$ cat src/rtl/quokka_clk_pkg.sv
// Shared types and helpers for the 6502 PHI0 clock and run-control block.
package quokka_clk_pkg;

  typedef enum logic [1:0] {
    HALT     = 2'd0,
    RUN      = 2'd1,
    STEP_CYC = 2'd2,
    STEP_INS = 2'd3
  } run_state_e;

  // A half-period of zero would stall the divider, so it is treated as one.
  function automatic int clamp_half(input int v);
    return (v <= 0) ? 1 : v;
  endfunction

endpackage

$ cat src/rtl/phi0_ctrl_if.sv
// Keyboard-decoder/CPU-pin side signals of the PHI0 run-control block.
interface phi0_ctrl_if #(
  parameter int DIV_W = 8,
  parameter int CNT_W = 16
);
  logic [DIV_W-1:0] half_period;
  logic             run;
  logic             step_cycle;
  logic             step_instr;
  logic             sync;
  logic             phi0;
  logic             phi0_rise;
  logic             phi0_fall;
  logic             rdy;
  logic             halted;
  logic [CNT_W-1:0] cycle_cnt;

  modport master (
    output half_period, run, step_cycle, step_instr, sync,
    input  phi0, phi0_rise, phi0_fall, rdy, halted, cycle_cnt
  );

  modport slave (
    input  half_period, run, step_cycle, step_instr, sync,
    output phi0, phi0_rise, phi0_fall, rdy, halted, cycle_cnt
  );
endinterface

$ cat src/rtl/phi0_divider.sv
// Free-running PHI0 generator; the half-period is relatched only as phi0 falls
// so every period stays symmetric.
module phi0_divider
  import quokka_clk_pkg::*;
#(
  parameter int DIV_W        = 8,
  parameter int DEFAULT_HALF = 5
) (
  input  logic             clk,
  input  logic             rst,
  input  logic [DIV_W-1:0] half_period_i,
  output logic             phi0_o,
  output logic             phi0_rise_o,
  output logic             phi0_fall_o,
  output logic             fall_tick_o
);

  localparam logic [DIV_W-1:0] HP_RST = DIV_W'(clamp_half(DEFAULT_HALF));

  logic [DIV_W-1:0] div_q;
  logic [DIV_W-1:0] hp_q;
  logic [DIV_W-1:0] hp_d;
  logic             phi0_q;
  logic             rise_q;
  logic             fall_q;
  logic             toggle;

  assign hp_d        = DIV_W'(clamp_half(int'(half_period_i)));
  assign toggle      = (div_q == hp_q - 1'b1);
  // Combinational: marks the clk edge on which phi0 goes 1->0.
  assign fall_tick_o = toggle & phi0_q;

  always_ff @(posedge clk) begin
    if (rst) begin
      div_q  <= '0;
      hp_q   <= HP_RST;
      phi0_q <= 1'b0;
      rise_q <= 1'b0;
      fall_q <= 1'b0;
    end else begin
      rise_q <= toggle & ~phi0_q;
      fall_q <= toggle & phi0_q;
      if (toggle) begin
        div_q  <= '0;
        phi0_q <= ~phi0_q;
        if (phi0_q) hp_q <= hp_d;
      end else begin
        div_q <= div_q + 1'b1;
      end
    end
  end

  assign phi0_o      = phi0_q;
  assign phi0_rise_o = rise_q;
  assign phi0_fall_o = fall_q;

endmodule

$ cat src/rtl/phi0_ctrl.sv
// 6502 clock and run-control: PHI0 divider plus RDY gating for run, halt,
// single-cycle and single-instruction stepping.
module phi0_ctrl
  import quokka_clk_pkg::*;
#(
  parameter int DIV_W         = 8,
  parameter int CNT_W         = 16,
  parameter int DEFAULT_HALF  = 5,
  parameter bit START_RUNNING = 1'b0
) (
  input  logic        clk,
  input  logic        rst,
  phi0_ctrl_if.slave  bus
);

  localparam run_state_e ST_RST = START_RUNNING ? RUN : HALT;

  run_state_e       state_q;
  logic             rdy_q;
  logic             halted_q;
  logic             pend_cyc_q;
  logic             pend_ins_q;
  logic             seen_nosync_q;
  logic [CNT_W-1:0] cycle_cnt_q;
  logic             fall_tick;
  logic             pend_cyc_w;
  logic             pend_ins_w;

  phi0_divider #(
    .DIV_W        (DIV_W),
    .DEFAULT_HALF (DEFAULT_HALF)
  ) u_div (
    .clk           (clk),
    .rst           (rst),
    .half_period_i (bus.half_period),
    .phi0_o        (bus.phi0),
    .phi0_rise_o   (bus.phi0_rise),
    .phi0_fall_o   (bus.phi0_fall),
    .fall_tick_o   (fall_tick)
  );

  // A step pulse landing on the fall edge itself is served at that edge.
  assign pend_cyc_w = pend_cyc_q | bus.step_cycle;
  assign pend_ins_w = pend_ins_q | bus.step_instr;

  always_ff @(posedge clk) begin
    if (rst) begin
      state_q       <= ST_RST;
      rdy_q         <= START_RUNNING;
      halted_q      <= ~START_RUNNING;
      pend_cyc_q    <= 1'b0;
      pend_ins_q    <= 1'b0;
      seen_nosync_q <= 1'b0;
      cycle_cnt_q   <= '0;
    end else if (!fall_tick) begin
      pend_cyc_q <= pend_cyc_w;
      pend_ins_q <= pend_ins_w;
    end else begin
      if (rdy_q) cycle_cnt_q <= cycle_cnt_q + 1'b1;
      if (!bus.sync) seen_nosync_q <= 1'b1;
      pend_cyc_q <= pend_cyc_w;
      pend_ins_q <= pend_ins_w;
      if (bus.run) begin
        state_q    <= RUN;
        rdy_q      <= 1'b1;
        halted_q   <= 1'b0;
        pend_cyc_q <= 1'b0;
        pend_ins_q <= 1'b0;
      end else begin
        case (state_q)
          HALT: begin
            if (pend_ins_w) begin
              state_q       <= STEP_INS;
              rdy_q         <= 1'b1;
              halted_q      <= 1'b0;
              pend_ins_q    <= 1'b0;
              seen_nosync_q <= 1'b0;
            end else if (pend_cyc_w) begin
              state_q    <= STEP_CYC;
              rdy_q      <= 1'b1;
              halted_q   <= 1'b0;
              pend_cyc_q <= 1'b0;
            end
          end
          STEP_INS: begin
            // Stop at the opcode fetch that follows at least one non-fetch cycle.
            if (bus.sync && seen_nosync_q) begin
              state_q  <= HALT;
              rdy_q    <= 1'b0;
              halted_q <= 1'b1;
            end
          end
          default: begin
            state_q  <= HALT;
            rdy_q    <= 1'b0;
            halted_q <= 1'b1;
          end
        endcase
      end
    end
  end

  assign bus.rdy       = rdy_q;
  assign bus.halted    = halted_q;
  assign bus.cycle_cnt = cycle_cnt_q;

endmodule

$ cat src/flat_wrapper.sv
// flat-port wrapper written by rule: the top's interface ports become plain ports
module phi0_ctrl_flat import quokka_clk_pkg::*;
#(
  parameter int DIV_W         = 8,
  parameter int CNT_W         = 16,
  parameter int DEFAULT_HALF  = 5,
  parameter bit START_RUNNING = 1'b0
)
  (clk, rst, bus_half_period, bus_run, bus_step_cycle, bus_step_instr, bus_sync, bus_phi0, bus_phi0_rise, bus_phi0_fall, bus_rdy, bus_halted, bus_cycle_cnt);
  phi0_ctrl_if #(.DIV_W(DIV_W), .CNT_W(CNT_W)) bus_i ();
  input  logic clk;
  input  logic rst;
  input wire logic [$bits(bus_i.half_period)-1:0] bus_half_period;
  input wire logic [$bits(bus_i.run)-1:0] bus_run;
  input wire logic [$bits(bus_i.step_cycle)-1:0] bus_step_cycle;
  input wire logic [$bits(bus_i.step_instr)-1:0] bus_step_instr;
  input wire logic [$bits(bus_i.sync)-1:0] bus_sync;
  output wire logic [$bits(bus_i.phi0)-1:0] bus_phi0;
  output wire logic [$bits(bus_i.phi0_rise)-1:0] bus_phi0_rise;
  output wire logic [$bits(bus_i.phi0_fall)-1:0] bus_phi0_fall;
  output wire logic [$bits(bus_i.rdy)-1:0] bus_rdy;
  output wire logic [$bits(bus_i.halted)-1:0] bus_halted;
  output wire logic [$bits(bus_i.cycle_cnt)-1:0] bus_cycle_cnt;
  assign bus_i.half_period = bus_half_period;
  assign bus_i.run = bus_run;
  assign bus_i.step_cycle = bus_step_cycle;
  assign bus_i.step_instr = bus_step_instr;
  assign bus_i.sync = bus_sync;
  assign bus_phi0 = bus_i.phi0;
  assign bus_phi0_rise = bus_i.phi0_rise;
  assign bus_phi0_fall = bus_i.phi0_fall;
  assign bus_rdy = bus_i.rdy;
  assign bus_halted = bus_i.halted;
  assign bus_cycle_cnt = bus_i.cycle_cnt;
  phi0_ctrl #(.DIV_W(DIV_W), .CNT_W(CNT_W), .DEFAULT_HALF(DEFAULT_HALF), .START_RUNNING(START_RUNNING)) u_core (.clk(clk), .rst(rst), .bus(bus_i));
endmodule
$ cat config.mk
export PLATFORM = sky130hd
export DESIGN_NAME = phi0_ctrl_flat
export DESIGN_NICKNAME = d
export VERILOG_FILES = /design/src/rtl/quokka_clk_pkg.sv /design/src/rtl/phi0_ctrl_if.sv /design/src/rtl/phi0_divider.sv /design/src/rtl/phi0_ctrl.sv /design/src/flat_wrapper.sv
export SDC_FILE = /design/constraint.sdc
export NUM_CORES = 1
export LEC_CHECK = 0
export ABC_AREA = 1
export BUFFER_PORTS_ARGS = -buffer_cell sky130_fd_sc_hd__buf_4
export CORE_MARGIN = 5
export CORE_UTILIZATION = 59
export CTS_BUF_LIST = sky130_fd_sc_hd__clkbuf_8
export CTS_CLUSTER_SIZE = 14
export DETAILED_ROUTE_END_ITERATION = 10
export MAX_ROUTING_LAYER = met4
export PLACE_DENSITY_LB_ADDON = 0.1
export SETUP_SLACK_MARGIN = 0.02
export SLEW_MARGIN = 25
export SYNTH_ARGS = -nofsm -noshare
export SYNTH_HDL_FRONTEND = slang
export SYNTH_HIERARCHICAL = 1
export SYNTH_SLANG_ARGS = --single-unit
$ cat constraint.sdc
create_clock -name clk -period 2.69 [get_ports clk]
set_input_delay 0.4035 -clock clk [delete_from_list [all_inputs] [get_ports clk]]
set_output_delay 0.4035 -clock clk [all_outputs]
set_load 0.005 [all_outputs]
==> flow_metrics.tcl, run 1 <==
set metrics [dict create \
    syn_nets 375 \
    ys_seq_area_share_pct 35.4 \
    routed_wirelength_mm 5.03 \
    die_h_um 73.5 \
    p_leak_uw 0.00132 \
    critPathSlowestCell "dfxtp_1" \
    grtUsageTotal_pct 21.0 \
    required_ps 2890 \
    drt_first_iter_violations 165 \
    critPathTopFamily "simple AND/OR/NAND/NOR gates" \
    holdCritPathClass "in -> reg" \
    grt_start_max_net_pins 16 \
    antenna_found_initial 0 \
    slew_violations 0 \
    ir_worst_vdd_v 0.000386 \
    clk_pin_slew_worst_paths_ps 90 \
    areaGrowthSynthToFinish_pct 16.2 \
    via_per_inst 5.04 \
    top_layer_used "met4" \
    io_pins 35 \
    drive_gt1_share_pct 22.0 \
    crit_top_cell "nand3_1" \
    cp.depth 18 \
    gp_congestion 0.879 \
    fin_nets 412 \
    arrival_ps 2620 \
    ant_nets 0 \
    tightest_slew_ps 475 \
    path_buf_inv 4 \
    cp-start-kind "register" \
    max_stage_delay_ps 390 \
    numPortBuffers 34 \
    dr.pass1.iters 4 \
    numCtsBuffers 5 \
    end_kind "register" \
    timing.rr.end "u_core/bus.cycle_cnt[9]" \
    syn_area_mm2 0.00238 \
    rsz0062_at_grt "false" \
    crit_chain "inv_2 > ha_1 > inv_1 > nand2_1 > nand3_1 > nand3_1 > nor2_1 > nand2_1 > nor2_4 > nand3_4 > inv_2 > nand3_1 > nor2_4 > nand2_2 > clkinv_1 > nand3_1 > nand2_1 > nor2_1" \
    setup_viol_count_final 0 \
    rows 23 \
    initial_utilization_pct 60.3 \
    cp_max_fo 10 \
    finalHoldViolations 0 \
    clock_latency_ps 290 \
    hpwl_mm 3.90 \
    syn_area_per_cell_um2 6.64 \
    cts_buffer_depth 2 \
    crit_end "u_core/bus.cycle_cnt[9]" \
    fin_skew_ps 10.7 \
    route.vias.total 2249 \
    cts_tree "yes" \
    yosysWarnings 6 \
    fin_setup_tns_ps 0 \
    cts_sinks 42 \
    cts_max_level 2 \
    dr_wl_met2_mm 2.18 \
    r2r_cells 18 \
    power_density_mw_per_mm2 405 \
    postCtsHoldBufs 0 \
    fmax_ghz 0.412 \
    critical_path_class "reg -> reg" \
    crit_start "u_core/u_div/hp_q[0]" \
    reg2reg_slack_ps 260 \
    wl_met3_um 363 \
    slew-limit-headroom_pct 68.3 \
    synthTopCellsByArea "dfxtp_1 (35%), nand2_1 (13%), nor2_1 (9.0%), inv_1 (8.1%), nand3_1 (6.1%)" \
    drc_errors 0 \
    drv_cap 0 \
    grt_pass1_wl_mm 8.83 \
    worstReg2RegStart "u_core/u_div/hp_q[0]" \
    synth_seq_cells 42 \
    outcome "complete, no violations" \
    die_area_mm2 0.00540 \
    period_share_pct 90.3 \
    wl_met1_mm 2.45 \
    grt_pass1_vias 2135 \
    post-route-util_pct 70.0 \
    die_w_um 73.5 \
    synth_cell_types 35 \
    n_antenna_cell 0 \
    core-area_mm2 0.00394 \
    clockRootBuffer "clkbuf_8" \
    layout_min_cycle_time_ps 2430 \
    netlist_instances 358 \
    synth_top_cell_area_share_pct 35.4 \
    gr-total-overflow 0 \
    synth_top_cell_by_area "dfxtp_1" \
    routedWlPerCell_um 11.3 \
]
report_power, final:
part	internal, µW	switching, µW	total (µW)	leakage, µW
combinational	35.2	47.7	82.9	0.000935
sequential	630	10.7	641	0.000340
clock	179	216	396	0.0000493
total	845	275	1120	0.00132
cells in the mapped netlist, drive strengths merged:
cell type / number
a21o: 1
a21oi: 9
a31oi: 1
and2: 1
buf: 3
clkbuf: 1
clkinv: 1
dfxtp: 42
ha: 3
inv: 56
nand2: 95
nand3: 33
nand4: 11
nor2: 72
nor3: 8
nor3b: 1
nor4: 1
o21ai: 9
o21bai: 2
o31ai: 1
or2: 2
xnor2: 3
xor2: 2
per-stage QoR:
| step | power (µW) | instances | setup WS (ps) | hold slack [ps] | instance area [µm²] |
|---|---|---|---|---|---|
| floorplan | 708 | 358 | 506 | 441 | 2380 |
| global placement | 736 | 438 | 335 | 443 | 2670 |
| detailed placement | 738 | 438 | 245 | 445 | 2670 |
| CTS | 1130 | 446 | 247 | 370 | 2760 |
| global route | 1170 | 446 | 21.4 | 390 | 2760 |
| finish | 1120 | 446 | 261 | 377 | 2760 |
what timing repair did:
action,CTS,global route
endpoints found under the setup margin,0,11
gates resized for setup,0,2
setup buffers,0,0
cell usage in the layout (no fill, tap or decap), drive strengths merged:
cell,instances
dfxtp,42
buf,34
nand3,33
nor3,8
a21o,1
o21ai,9
o21bai,2
and2,1
clkinv,3
nor4,1
a21oi,9
ha,3
xnor2,3
nand2,95
clkbuf,5
inv,57
xor2,2
or2,2
nor3b,1
o31ai,1
nor2,72
nand4,11
a31oi,1
cells by family after synthesis:
| logic type | after synthesis | synth area share, % |
|---|---|---|
| simple gates | 224 | 45.5 |
| fa+ha+maj | 3 | 1.58 |
| compound gates | 23 | 5.47 |
| buf+inv | 61 | 9.95 |
| flops | 42 | 35.4 |
| xor+xnor | 5 | 2.16 |
how the worst min path moves through the flow:
stage	from	end	slack, ps	depth (start not counted)
final	rst	u_core/bus.cycle_cnt[11]	380	2
after global routing	rst	u_core/bus.cycle_cnt[2]	390	2
after CTS	rst	u_core/bus.cycle_cnt[11]	370	2
after detailed placement	u_core/bus.halted	u_core/bus.halted	450	2
after global placement	u_core/bus.halted	u_core/bus.halted	440	2
after floorplan	u_core/u_div/div_q[0]	u_core/u_div/div_q[0]	440	1
flip-flops by register name (all words and copies together) (netlist names):
name / count
u_core/state_q: 2
u_core/pend_cyc_q: 1
u_core/bus.rdy: 1
u_core/u_div/hp_q: 8
u_core/bus.cycle_cnt: 16
u_core/u_div/phi0_rise_o: 1
u_core/pend_ins_q: 1
u_core/u_div/phi0_o: 1
u_core/seen_nosync_q: 1
u_core/bus.halted: 1
u_core/u_div/div_q: 8
u_core/u_div/phi0_fall_o: 1
routing by layer:
| layer | vias up | track usage [%] |
|---|---|---|
| met4 | 0 | 7.04 |
| met5 | - | - |
| li1 | 1193 | - |
| met1 | 995 | 27.1 |
| met3 | 2 | 4.79 |
| met2 | 59 | 32.4 |
area by class of cell:
type | instances | area (µm²)
flip-flops and latches | 42 | 841
multi-input cells | 255 | 1300
fillers | 346 | 1180
clock inverters | 3 | 17.5
inverters | 57 | 214
well taps | 50 | 62.6
clock buffers | 5 | 68.8
repair buffers | 34 | 255
(Power assumes the default switching activity.)
==> inputs of run 2 (changes only) <==
ABC_AREA = 0   (was 1)
BUFFER_PORTS_ARGS = -buffer_cell sky130_fd_sc_hd__buf_2   (was -buffer_cell sky130_fd_sc_hd__buf_4)
CORE_UTILIZATION = 50   (was 59)
==> run 2 against run 1 <==
Against the previous run:
- critical path depth is 8 lower
- via count is 24% lower
- routed wire length fell by 17%
- sequential power about the same
- register-to-register slack worse by 130 ps
- sequential share of layout area up 3.7 points
- first-iteration DRC count shrank 40%
- die area increased by 1.8%
- critical endpoint is now u_core/bus.cycle_cnt[13]
==> flow_metrics.tcl, run 2 <==
set metrics [dict create \
    outcome "complete, no violations" \
    required_ps 2870 \
    antenna_found_initial 0 \
    yosysWarnings 6 \
    clockRootBuffer "clkbuf_8" \
    synth_edf_count 0 \
    fin_nets 297 \
    cp_max_fo 4 \
    die_area_mm2 0.00549 \
    ir_worst_vdd_v 0.000305 \
    setup_viol_count_final 0 \
    synthFlopType "dfxtp_1" \
    synth-xor-area-share_pct 12.3 \
    min_to "u_core/u_div/hp_q[1]" \
    fin_setup_tns_ps 0 \
    critical_path_class "reg -> reg" \
    critPathTopFamily "simple AND/OR/NAND/NOR gates" \
    ys_seq_area_share_pct 40.9 \
    rsz0062_at_grt "false" \
    postCtsHoldBufs 0 \
    synthTopCellsByArea "dfxtp_1 (41%), xnor2_1 (8.1%), nor2_1 (5.7%), nand2_1 (4.6%), mux2i_1 (3.9%)" \
    worstReg2RegStart "u_core/u_div/hp_q[0]" \
    gp_congestion 0.870 \
    route.vias.total 1708 \
    dr.pass1.iters 4 \
    synthAdderAreaFrac_pct 1.83 \
    routed_wirelength_mm 4.19 \
    grt_start_max_net_pins 33 \
    die_w_um 74.1 \
    hp-start "bus_half_period[1]" \
    yosysMostFrequentCell "dfxtp_1" \
    arrival_ps 2740 \
    initial_utilization_pct 51.4 \
    hpwl_mm 2.98 \
    slew_violations 0 \
    n_antenna_cell 0 \
    syn_area_per_cell_um2 8.64 \
    multiInputGateArea_mm2 0.00119 \
    via_per_inst 5.16 \
    synth_seq_cells 42 \
    netlist_instances 238 \
    grt_pass1_vias 1566 \
    reg2reg_slack_ps 130 \
    synth.cells.most_frequent "dfxtp_1 (42), nor2_1 (31), nand2_1 (25)" \
    tightest_slew_ps 554 \
    grt_pass1_wl_mm 6.82 \
    final_cell_mix "dfxtp_1 (40), buf_2 (34), nor2_1 (31)" \
    gr-total-overflow 0 \
    ys_async_sr_fraction_pct 0 \
    layout_min_cycle_time_ps 2560 \
    finalHoldViolations 0 \
    fmax_ghz 0.390 \
    post-place-ws_ps 31.3 \
    clock_latency_ps 290 \
    largest_reg_flops 16 \
    synthMuxAreaShare_pct 4.99 \
    cp-start-kind "register" \
    drc_errors 0 \
    drive_gt1_share_pct 23.5 \
    numCtsBuffers 5 \
    drv_cap 0 \
    synth_top_family_by_area "simple AND/OR/NAND/NOR gates" \
    r2r_cells 10 \
    p_leak_uw 0.00107 \
    synth_compound_area_share_pct 9.43 \
    yosys.area_share.simple_pct 26.7 \
    syn_area_mm2 0.00206 \
    ant_nets 0 \
    cts_buffer_depth 2 \
    cts_max_level 2 \
    io_pins 35 \
    fin_ws_ps 128 \
    synth_top_cell_area_share_pct 40.9 \
    synth_top_cell_by_area "dfxtp_1" \
    end_kind "register" \
    rows 23 \
    cts_sinks 42 \
    drt_first_iter_violations 99 \
    regArea_um2 843 \
    clk_pin_slew_worst_paths_ps 80 \
    areaGrowthSynthToFinish_pct 20.0 \
    cts_tree "yes" \
    grtUsageTotal_pct 16.5 \
    period_share_pct 95.2 \
    slew-limit-headroom_pct 63.1 \
    critPathSlowestCell "or4_4" \
    core-area_mm2 0.00400 \
    die_h_um 74.1 \
    holdCritPathClass "in -> reg" \
    timing.rr.end "u_core/bus.cycle_cnt[13]" \
    power_density_mw_per_mm2 457 \
    fillers 358 \
    synth_cell_types 42 \
    hold_depth 3 \
    max_stage_delay_ps 430 \
    numPortBuffers 34 \
    path_buf_inv 1 \
    syn_nets 255 \
    final_common_cell "dfxtp_1" \
    crit_chain "or2_4 > or4_4 > xnor2_2 > and4_1 > nand3_2 > inv_2 > nand3_4 > nor4_4 > nand3_1 > mux2_1" \
    routedWlPerCell_um 12.6 \
    fin_skew_ps 5.04 \
]
## run 2: cell type report
| cell class | count | area share, % |
|---|---|---|
| Clock buffer | 6 | 3.35 |
| Clock inverter | 2 | 0.507 |
| Tap cell | 50 | 2.54 |
| Sequential cell | 42 | 34.2 |
| Timing Repair Buffer | 42 | 9.33 |
| Inverter | 12 | 1.83 |
| Multi-Input combinational cell | 177 | 48.3 |
## run 2: repair_timing
item,CTS,global route
endpoints found under the setup margin,2,11
resized for setup,2,9
setup buffers,1,2
pin swaps,1,4
## run 2: metrics by stage
stage | total power [µW] | cell area (µm²) | utilization [%] | hold slack (ps) | cells
2_1_floorplan | 691 | 2060 | - | 441 | 238
3_3_place_gp | 714 | 2290 | 57.3 | 430 | 320
3_5_place_dp | 715 | 2290 | 57.3 | 436 | 320
4_1_cts | 1140 | 2410 | 60.2 | 354 | 329
5_1_grt | 1180 | 2470 | 61.7 | 353 | 331
6_report | 1130 | 2470 | 61.7 | 357 | 331
## run 2: layer usage
layer	track usage, %	vias up	share of wire (%)
li1	-	897	-
met1	21.6	769	47
met2	24.2	36	47
met3	4.05	6	4.5
met4	6.64	0	1.2
met5	-	-	0
## run 2: worst max path at each step
stage	start	end	slack [ps]	cells after the start
6_report	u_core/u_div/hp_q[0]	u_core/bus.cycle_cnt[13]	130	10
5_1_grt	u_core/u_div/hp_q[1]	u_core/bus.cycle_cnt[15]	20	11
4_1_cts	u_core/u_div/hp_q[1]	u_core/bus.cycle_cnt[13]	80	11
3_5_place_dp	u_core/u_div/hp_q[1]	u_core/bus.cycle_cnt[14]	30	11
3_3_place_gp	u_core/u_div/hp_q[0]	u_core/bus.cycle_cnt[14]	140	10
2_1_floorplan	u_core/u_div/hp_q[0]	u_core/bus.cycle_cnt[13]	80	11
## run 2: cells by family after synthesis
| group | count (synthesis) |
|---|---|
| mux | 10 |
| flops | 42 |
| simple gates | 106 |
| xor+xnor | 28 |
| buf+inv | 19 |
| fa+ha+maj | 3 |
| compound gates | 30 |
## run 2: worst reg2reg max path: stages (launching register included)
cell	delay [ps]
dfxtp_2	340
or2_4	250
or4_4	430
xnor2_2	140
and4_1	240
nand3_2	100
inv_2	110
nand3_4	90
nor4_4	300
nand3_1	120
mux2_1	320
## run 2: report_power, final
| part | internal (µW) | switching [µW] |
|---|---|---|
| clock network | 206 | 218 |
| logic | 26.9 | 36.4 |
| registers | 630 | 9.61 |
